File: config.mk
export PLATFORM = sky130hd
export DESIGN_NAME = gate_type_detector
export DESIGN_NICKNAME = d
export VERILOG_FILES = /design/src/rtl/gate_type_detector.sv
export SDC_FILE = /design/constraint.sdc
export NUM_CORES = 1
export LEC_CHECK = 0
export ABC_AREA = 1
export ABC_CLOCK_PERIOD_IN_PS = 3000
export CAP_MARGIN = 20
export CORE_ASPECT_RATIO = 0.75
export CORE_MARGIN = 4
export CORE_UTILIZATION = 40
export CTS_CLUSTER_SIZE = 40
export DETAILED_ROUTE_END_ITERATION = 10
export PLACE_DENSITY = 0.73
export SETUP_SLACK_MARGIN = 0.02
export SLEW_MARGIN = 30
export SYNTH_ARGS = -nofsm -noshare
export SYNTH_HDL_FRONTEND = slang
export SYNTH_SLANG_ARGS = --single-unit
File: constraint.sdc
create_clock -name clk -period 3 [get_ports clk]
set_input_delay 0.6 -clock clk [delete_from_list [all_inputs] [get_ports clk]]
set_output_delay 0.6 -clock clk [all_outputs]
set_load 0.05 [all_outputs]
File: src/rtl/gate_type_detector.sv
// Identifies which selectable-gate encoding (AND/XOR/XNOR/OR) a black-box N-input gate implements
// by sweeping every input vector and discarding the encodings that disagree with any sampled output.
module gate_type_detector #(
  parameter int N      = 2,
  parameter int SETTLE = 1
) (
  input  logic         clk,
  input  logic         rst_n,
  input  logic         start,
  output logic [N-1:0] probe_out,
  input  logic         probe_in,
  output logic         busy,
  output logic         done,
  output logic         type_valid,
  output logic [1:0]   gate_type,
  output logic [3:0]   candidates
);

  localparam int CW = (SETTLE > 0) ? $clog2(SETTLE + 1) : 1;
  localparam logic [N-1:0] LAST_VEC = '1;

  // A one-input gate cannot tell AND, OR and XOR apart, so narrow widths are refused.
  if (N < 2 || N > 8) begin : g_bad_width
    $error("gate_type_detector: N must be in 2..8");
  end

  typedef enum logic [1:0] {IDLE, WAIT, FINISH} state_t;

  state_t          state, state_n;
  logic [N-1:0]    vec, vec_n;
  logic [CW-1:0]   cnt, cnt_n;
  logic [3:0]      cand, cand_n;
  logic [3:0]      cands_n;
  logic            tv_n;
  logic [1:0]      gt_n;
  logic [3:0]      expected;
  logic [3:0]      sampled;

  always_ff @(posedge clk or negedge rst_n) begin
    if (!rst_n) begin
      state      <= IDLE;
      vec        <= '0;
      cnt        <= '0;
      cand       <= 4'b0000;
      candidates <= 4'b0000;
      type_valid <= 1'b0;
      gate_type  <= 2'b00;
    end else begin
      state      <= state_n;
      vec        <= vec_n;
      cnt        <= cnt_n;
      cand       <= cand_n;
      candidates <= cands_n;
      type_valid <= tv_n;
      gate_type  <= gt_n;
    end
  end

  // Bit i of expected is what encoding i would output for the current vector.
  assign expected = {|vec, ~^vec, ^vec, &vec};
  assign sampled  = cand & ~(expected ^ {4{probe_in}});

  always_comb begin
    state_n = state;
    vec_n   = vec;
    cnt_n   = cnt;
    cand_n  = cand;
    cands_n = candidates;
    tv_n    = type_valid;
    gt_n    = gate_type;
    case (state)
      IDLE: begin
        if (start) begin
          state_n = WAIT;
          vec_n   = '0;
          cnt_n   = CW'(SETTLE);
          cand_n  = 4'b1111;
          cands_n = 4'b1111;
          tv_n    = 1'b0;
          gt_n    = 2'b00;
        end
      end
      WAIT: begin
        if (cnt != '0) begin
          cnt_n = cnt - CW'(1);
        end else begin
          cand_n = sampled;
          if (vec == LAST_VEC) begin
            // Results are latched from the final sample so they are valid while done is high.
            state_n = FINISH;
            cands_n = sampled;
            tv_n    = $onehot(sampled);
            case (sampled)
              4'b0010: gt_n = 2'b01;
              4'b0100: gt_n = 2'b10;
              4'b1000: gt_n = 2'b11;
              default: gt_n = 2'b00;
            endcase
          end else begin
            vec_n = vec + N'(1);
            cnt_n = CW'(SETTLE);
          end
        end
      end
      FINISH:  state_n = IDLE;
      default: state_n = IDLE;
    endcase
  end

  assign busy      = (state == WAIT);
  assign done      = (state == FINISH);
  assign probe_out = busy ? vec : '0;

endmodule

==> results of run 1 <==
## cells in the final DEF, fill, tap and decap left out
master	count
sky130_fd_sc_hd__buf_4	1
sky130_fd_sc_hd__clkbuf_4	3
sky130_fd_sc_hd__clkbuf_8	1
sky130_fd_sc_hd__clkdlybuf4s50_1	14
sky130_fd_sc_hd__dfrtp_1	16
sky130_fd_sc_hd__fa_1	1
sky130_fd_sc_hd__ha_1	6
sky130_fd_sc_hd__inv_1	20
sky130_fd_sc_hd__inv_4	1
sky130_fd_sc_hd__inv_6	1
sky130_fd_sc_hd__nand2_1	38
sky130_fd_sc_hd__nand2_2	1
sky130_fd_sc_hd__nand2_4	4
sky130_fd_sc_hd__nand3_1	5
sky130_fd_sc_hd__nand3b_1	1
sky130_fd_sc_hd__nor2_1	13
sky130_fd_sc_hd__nor2_2	2
sky130_fd_sc_hd__nor2_4	1
sky130_fd_sc_hd__o21ai_0	6
sky130_fd_sc_hd__o21ai_1	1
sky130_fd_sc_hd__o21ai_2	2
sky130_fd_sc_hd__o21bai_1	1
sky130_fd_sc_hd__or2_0	1
## stage by stage
stage / hold WS [ps] / std cells
global placement: 462 / 168
finish: 484 / 172
CTS: 491 / 172
detailed placement: 464 / 168
floorplan: 304 / 121
global route: 515 / 172
## registers in the layout, indices dropped and copies added, names as in the netlist
signal / cells
cand: 4
cnt: 1
gate_type: 2
type_valid: 1
candidates: 4
state: 2
vec: 2
## worst max-delay path: stages
cell	delay [ps]
sky130_fd_sc_hd__clkdlybuf4s50_1	550
sky130_fd_sc_hd__nand2_1	90
sky130_fd_sc_hd__nand2_1	110
sky130_fd_sc_hd__inv_1	60
sky130_fd_sc_hd__nor2_1	130
sky130_fd_sc_hd__inv_1	90
sky130_fd_sc_hd__fa_1	500
sky130_fd_sc_hd__inv_1	40
sky130_fd_sc_hd__ha_1	170
sky130_fd_sc_hd__ha_1	260
sky130_fd_sc_hd__nand3b_1	150
sky130_fd_sc_hd__o21ai_0	150
## report_power, final
part | switching [mW] | internal (mW)
Clock | 0.0705 | 0.0739
Sequential | 0.0541 | 0.308
Combinational | 0.599 | 0.307
## layout make-up
cell class / count / area (um^2) / share of cell area [%]
well taps: 32 / 40.0 / 3.41
flip-flops and latches: 16 / 400 / 34.1
repair buffers: 15 / 148 / 12.6
inverters: 22 / 90.1 / 7.67
multi-input cells: 83 / 460 / 39.2
clock buffers: 4 / 36.3 / 3.09
## final timing paths
path | startpoint | end | depth (start not counted)
setup / recovery | probe_in | type_valid | 12
hold / removal | gate_type[0] | gate_type[0] | 2
setup reg to reg | vec[0] | type_valid | 14
hold reg to reg | gate_type[0] | gate_type[0] | 2
max in group asynchronous | rst_n | cand[2] | 1
min in group asynchronous | rst_n | candidates[1] | 1
## layer usage
| metal | vias to the layer above | part of all wire [%] | GRT usage (%) |
|---|---|---|---|
| li1 | 406 | - | - |
| met1 | 330 | 52 | 17.9 |
| met2 | 16 | 42 | 18.8 |
| met3 | 2 | 5.2 | 4.46 |
| met4 | 0 | 0.52 | 4.21 |
| met5 | - | 0 | 0 |
## kinds of logic (layout without fill, tap and decap cells)
kind of cell | count (synthesis) | count (layout) | share of synthesized area [%]
flops | 16 | 16 | 42.1
buf+inv | 22 | 41 | 9.47
simple gates | 66 | 66 | 32.1
compound gates | 10 | 10 | 6.32
fa+ha+maj | 7 | 7 | 10.0
==> metrics list, run 1 <==
- At the later pin of the worst-skew pair, clock insertion delay measures 290 ps.
- Final Worst Setup Slack: 338 ps
- The synthesized design contains 16 register bits.
* Static leakage: 0.615 nW
- Main flop type after synthesis: sky130_fd_sc_hd__dfrtp_1
* Total clock sinks: 16
* Horizontal extent of the die: 64.3 um
- Synth warnings: 0
* Type of element capturing the critical path: flop
- Clock tree from TritonCTS: yes
* Grt total ovfl: 0
- Fill cells in the final layout number 200.
- VDD sags by at most 0.000549 V.
- The detailed router placed 754 vias in this run.
- Share of async-settable or async-resettable flops after synthesis: 100%
- For this run, the total global-route usage over all layers was measured as 12.9%.
- Max-cap violations in this run came to 0.
- The setup check on the worst reg-to-reg path leaves a slack of 420 ps.
* Tmin final: 2660 ps
- Post-synthesis instance total: 121
* DPL Wire Length: 1.40 mm
- Synth Area per Inst: 7.86 um^2
* Number of unique standard cell types used by synthesis: 19
* Setup Buffers After CTS: 0
- Post-route ant nets: 0
- For this block, the routed nets add up to 1.74 mm of wire.
* Area growth syn-to-layout: 23.6%
- Worst hold path type: reg2reg
- Setup repair after global routing left no endpoint under its margin.
- At the pin with the least slew margin, the transition time is 737 ps.
- Dividing the detail-routed via count by the number of cells gives 4.38.
- The largest total area in the synthesized netlist belongs to sky130_fd_sc_hd__dfrtp_1.
- Required time of the critical path: 3220 ps
- Post-cts hold buffer count: 0
- Worst slew margin relative to its limit: 50.7%
* Wire length of the first global-routing pass: 3.22 mm
* Library cell with the highest instance count after synthesis: sky130_fd_sc_hd__nand2_1
- After layout, the worst path uses 88.7% of the clock period.
- STA puts the critical path data arrival time at 2880 ps.
- Routed WL per cell: 10.1 um
- The final hold violation count is 0.
* Full die area: 3230 um^2
- Area share of the leading cell type in the synthesized netlist: 42.1%
- Before CTS, the worst setup slack after placement is 25.1 ps.
- STA classifies the critical path startpoint as a primary input.
- Std-Cell Rows: 14
- In this run the worst path has a maximum fanout of 5.
* Largest clock skew in the final design: 3.58 ps
- In this run the vertical extent of the chip is 50.2 um.
- First DRT Iteration DRCs: 33
* Post-synth EDFFs: 0
* # diodes: 0
* Number of endpoints failing setup at the final stage: 0
- After synthesis, flip-flops and latches occupy 42.1% of the total area.
* Number of antenna violations at the first check in global routing: 0
* Overall power after layout: 1.41 mW
* Post-synth net total: 132
* Max Fclk: 376 MHz
- Before antenna repair, the detailed router went through 3 iterations.
- After the last flow step, the layout net total stands at 152.
- CTS built an H-tree with a depth of 1.
* Run status: finished, final reports clean
* Number of global-route vias before repair: 720
- Entering global routing, the biggest net connects 17 pins.
- Most frequent cells after synthesis: sky130_fd_sc_hd__nand2_1, sky130_fd_sc_hd__inv_1, sky130_fd_sc_hd__dfrtp_1
* Core region area: 2140 um^2
* Effective utilization at floorplan: 44.5%
* Cell Pwr Density: 1200 nW/um^2
- The cell area that synthesis handed to floorplanning was 951 um^2.
* Final core utilization: 55.0%
- Clock-pin slew was measured on the worst setup and hold paths at 100 ps.
- In the routed design, unresolved DRC markers number 0.
- Share of cells above drive strength 1: 12.1%
- In this run the cell area measured after placement is 1140 um^2.
* I/O pin count: 15
- Post-CTS Resized: 0
- At the end of routability-driven placement, the weighted congestion stood at 0.850.
* Leading cell types by total area after synthesis: sky130_fd_sc_hd__dfrtp_1, sky130_fd_sc_hd__nand2_1, sky130_fd_sc_hd__ha_1, sky130_fd_sc_hd__inv_1, sky130_fd_sc_hd__nor2_1
- In this run the tool buffered the top-level ports with 14 buffer cells.
- Number of buffers created by CTS: 3
- The final-report max-slew violation count was 0.
- The clock passes through at most 2 buffers.
* Critical Setup Path Class: in2reg
* Area of all placed cells without fillers: 1170 um^2
- Summed over all failing endpoints, the final setup total negative slack is 0 ps.
- Clock Root Buffer: sky130_fd_sc_hd__clkbuf_4
No activity file was read; power rests on OpenSTA's default activity.
==> inputs of run 2 (changes only) <==
Settings changed: CORE_ASPECT_RATIO 0.75 to not set.
==> run 2 against run 1 <==
Effect of this change:
- highest routed layer unchanged
- critical path depth unchanged
- final cell count fell by 2.9%
- global-route usage about the same
- non-clock buffer count did not move
- critical path type unchanged
- utilization fell by 3.2 points
- clock power down 22%
- clock-buffer cell count down 1
- die area fell by 0.26%
==> metrics list, run 2 (synthesis results as in run 1) <==
- Part of the power in registers: 26.1% (+0.5 points)
* Critical Setup Path Class: in2reg
- Post-DR vias/cell: 4.59 (+4.8%)
- Cell Pwr Density: 1200 nW/um^2 (+0.12%)
* Number of design rule violations left after detail routing: 0 (unchanged)
* Required time of the critical path: 3210 ps (about the same)
* Combined global-route utilization of all metal layers: 12.9% (+0.018 points)
- The placer congestion estimate is 0.852 (+0.24%).
- The register clock-pin slew on the reported worst setup and hold paths was 90 ps (about the same).
* Final Routed Wirelength: 1.84 mm (+5.9%)
- Walking the worst path, the cells encountered are clkdlybuf4s50_1, nand2_1, nand2_1, inv_1, nor2_1, inv_1, fa_1, inv_1, ha_1, ha_1, nand3b_1, o21ai_0.
- The maximum fanout count along the critical path is 5 (unchanged).
* Tmin final: 2680 ps (+20.2 ps)
- Share of the clock period used by the worst path after layout: 89.4% (+0.67 points)
- The worst register-to-register path begins at vec[0].
* Largest voltage drop on the vdd net: 0.000551 V (+0.49%)
- The internal power is 0.665 mW (-3.6%).
- The number of detailed-routing iterations run before antenna repair is 4 (+1).
- H-tree depth: 1 (unchanged)
- The largest registers in the layout are cand (4), candidates (4).
- P_sw: 0.728 mW (+0.55%)
- The fraction of the core area covered by cells at the end of the flow is 51.8% (-3.2 points).
- The number of buffer and inverter stages on the critical path was 4 (unchanged).
- Post-CTS Resized: 0 (unchanged)
- Worst slew margin relative to its limit: 51.1% (+0.41 points)
- Static leakage: 0.608 nW (-1.2%)
* Hold Path Depth: 2 (unchanged)
- The final-report max-slew violation count was 0 (unchanged).
- Counting stages on the worst path, the most repeated cell is sky130_fd_sc_hd__inv_1.
* Switching Share: 52.3% (+1.1 points)
- Post-route ant nets: 0 (unchanged)
* Share of cells above drive strength 1: 11.5% (-0.63 points)
* Overall power after layout: 1.39 mW (-1.5%)
- Setup Buffers After CTS: 0 (unchanged)
- The proportion of power drawn by the clock network came to 8.1% (-2.1 points).
- Slew of the pin with the lowest slew margin: 731 ps (-6.08 ps)
* CP startpoint kind: primary input
* Largest stage delay on the critical path: 540 ps (about the same)
- Number of global-route vias before repair: 805 (+12%)
- Number of endpoints failing setup at the final stage: 0 (unchanged)
* Setup Total Neg Slack: 0 ps (unchanged)
- Number of antenna violations at the first check in global routing: 0 (unchanged)
- Kind of cell adding the most delay to the critical path: adder cells
- The area enclosed by the die boundary came to 3220 um^2 (-0.26%).
- The total clock buffers created by CTS was 3 (unchanged).
* Type of element capturing the critical path: flop
- # diodes: 0 (unchanged)
- The I/O pin count came to 15 (unchanged).
* Wire length of the first global-routing pass: 3.29 mm (+2.1%)
- Grt total ovfl: 0 (unchanged)
- Core region area: 2230 um^2 (+4.5%)
- The setup slack of the most critical reg-to-reg path came to 390 ps (-30 ps).
- The die height came to 56.8 um (+13%).
- The worst-case reg-to-reg path depth was 14 (unchanged).
- Largest net degree at the start of global routing: 17 (unchanged)
* Horizontal extent of the die: 56.8 um (-12%)
* Max Fclk: 373 MHz (-0.75%)
- The final hold violation count was 0 (unchanged).
* Total clock sinks: 16 (unchanged)
- Setup repair after global routing left no endpoint under its margin.
- The count of standard-cell rows came to 17 (+3).
- The data arrival time of the worst path is 2890 ps (about the same).
- The worst hold path begins at candidates[0].
- Net count reported at finish: 152 (unchanged)
- Clock tree from TritonCTS: yes
- The number of vias after detailed routing came to 767 (+1.7%).
* Commonest non-fill, non-tap cell in the layout: sky130_fd_sc_hd__nand2_1
- Combinational group share of total power: 65.7% (+1.6 points)
- Max_cap viols: 0 (unchanged)
* Effective utilization at floorplan: 42.6% (-1.9 points)
- The estimated wirelength of the detail-placed design came to 1.50 mm (+7.4%).
- The worst register-to-register path ends at type_valid.
- The top cell types in the final layout, fill and taps aside, are sky130_fd_sc_hd__nand2_1, sky130_fd_sc_hd__inv_1, sky130_fd_sc_hd__dfrtp_1.
- The routed length per placed instance is 11.0 um (+9.0%).
- The detailed router's first-iteration violation count is 9 (-73%).
- The worst hold path belongs to the class reg2reg.
- Clock Root Buffer: sky130_fd_sc_hd__clkbuf_4
* Largest clock skew in the final design: 2.74 ps (-0.844 ps)
- Post-cts hold buffer count: 0 (unchanged)
- Slowest cell on the critical path: sky130_fd_sc_hd__clkdlybuf4s50_1
- Area growth syn-to-layout: 21.6%
* Count of port buffers added during placement: 14 (unchanged)
- The maximum number of buffers from clock root to sink came to 2 (unchanged).
* Run status: finished, final reports clean
- Worst hold endpoint: candidates[0]
* Insertion delay to the later sink of the worst-skew pair: 280 ps (about the same)
==> run 2: worst max path at each step <==
stage / startpoint / end / depth (start not counted)
3_5_place_dp: probe_in / type_valid / 12
3_3_place_gp: probe_in / type_valid / 12
2_1_floorplan: vec[0] / type_valid / 14
5_1_grt: probe_in / type_valid / 12
4_1_cts: probe_in / type_valid / 12
6_report: probe_in / type_valid / 12
==> run 2: worst register-to-register path: stages (launching register included) <==
cell                       delay, ps
sky130_fd_sc_hd__dfrtp_1         390
sky130_fd_sc_hd__inv_1           110
sky130_fd_sc_hd__ha_1            270
sky130_fd_sc_hd__inv_1            60
sky130_fd_sc_hd__nand2_1          60
sky130_fd_sc_hd__nand2_1          90
sky130_fd_sc_hd__inv_1            60
sky130_fd_sc_hd__nor2_1          130
sky130_fd_sc_hd__inv_1            90
sky130_fd_sc_hd__fa_1            510
sky130_fd_sc_hd__inv_1            40
sky130_fd_sc_hd__ha_1            170
sky130_fd_sc_hd__ha_1            260
sky130_fd_sc_hd__nand3b_1        140
sky130_fd_sc_hd__o21ai_0         150
==> run 2: cell type report <==
type / count / area (um^2)
multi-input cells: 83 / 460
clock buffers: 3 / 22.5
repair buffers: 15 / 148
well taps: 28 / 35.0
flip-flops and latches: 16 / 400
inverters: 22 / 90.1
fillers: 214 / 1080
==> run 2: per-layer routing <==
| metal | up-vias | wire [um] | GRT usage, % |
|---|---|---|---|
| met1 | 354 | 843 | 15.2 |
| li1 | 400 | - | - |
| met4 | 0 | 39 | 5.96 |
| met5 | - | 0 | 0 |
| met2 | 8 | 925 | 23.1 |
| met3 | 5 | 35 | 1.61 |
==> run 2: power by group through the flow <==
stage | sequential (mW) | clock, mW | combinational, mW
2_1_floorplan | 0.484 | 0 | 0.561
3_3_place_gp | 0.365 | 0 | 0.900
3_5_place_dp | 0.368 | 0 | 0.926
4_1_cts | 0.365 | 0.115 | 0.928
5_1_grt | 0.375 | 0.123 | 1.03
6_report | 0.364 | 0.113 | 0.915
==> run 2: stage by stage <==
stage,hold WS [ps],setup slack (ps),instances,cell area [um^2]
after detailed placement,468,6.45,164,1130
after CTS,492,306,167,1160
after global routing,523,137,167,1160
after global placement,465,78.8,164,1130
after floorplan,304,567,121,951
final,485,318,167,1160
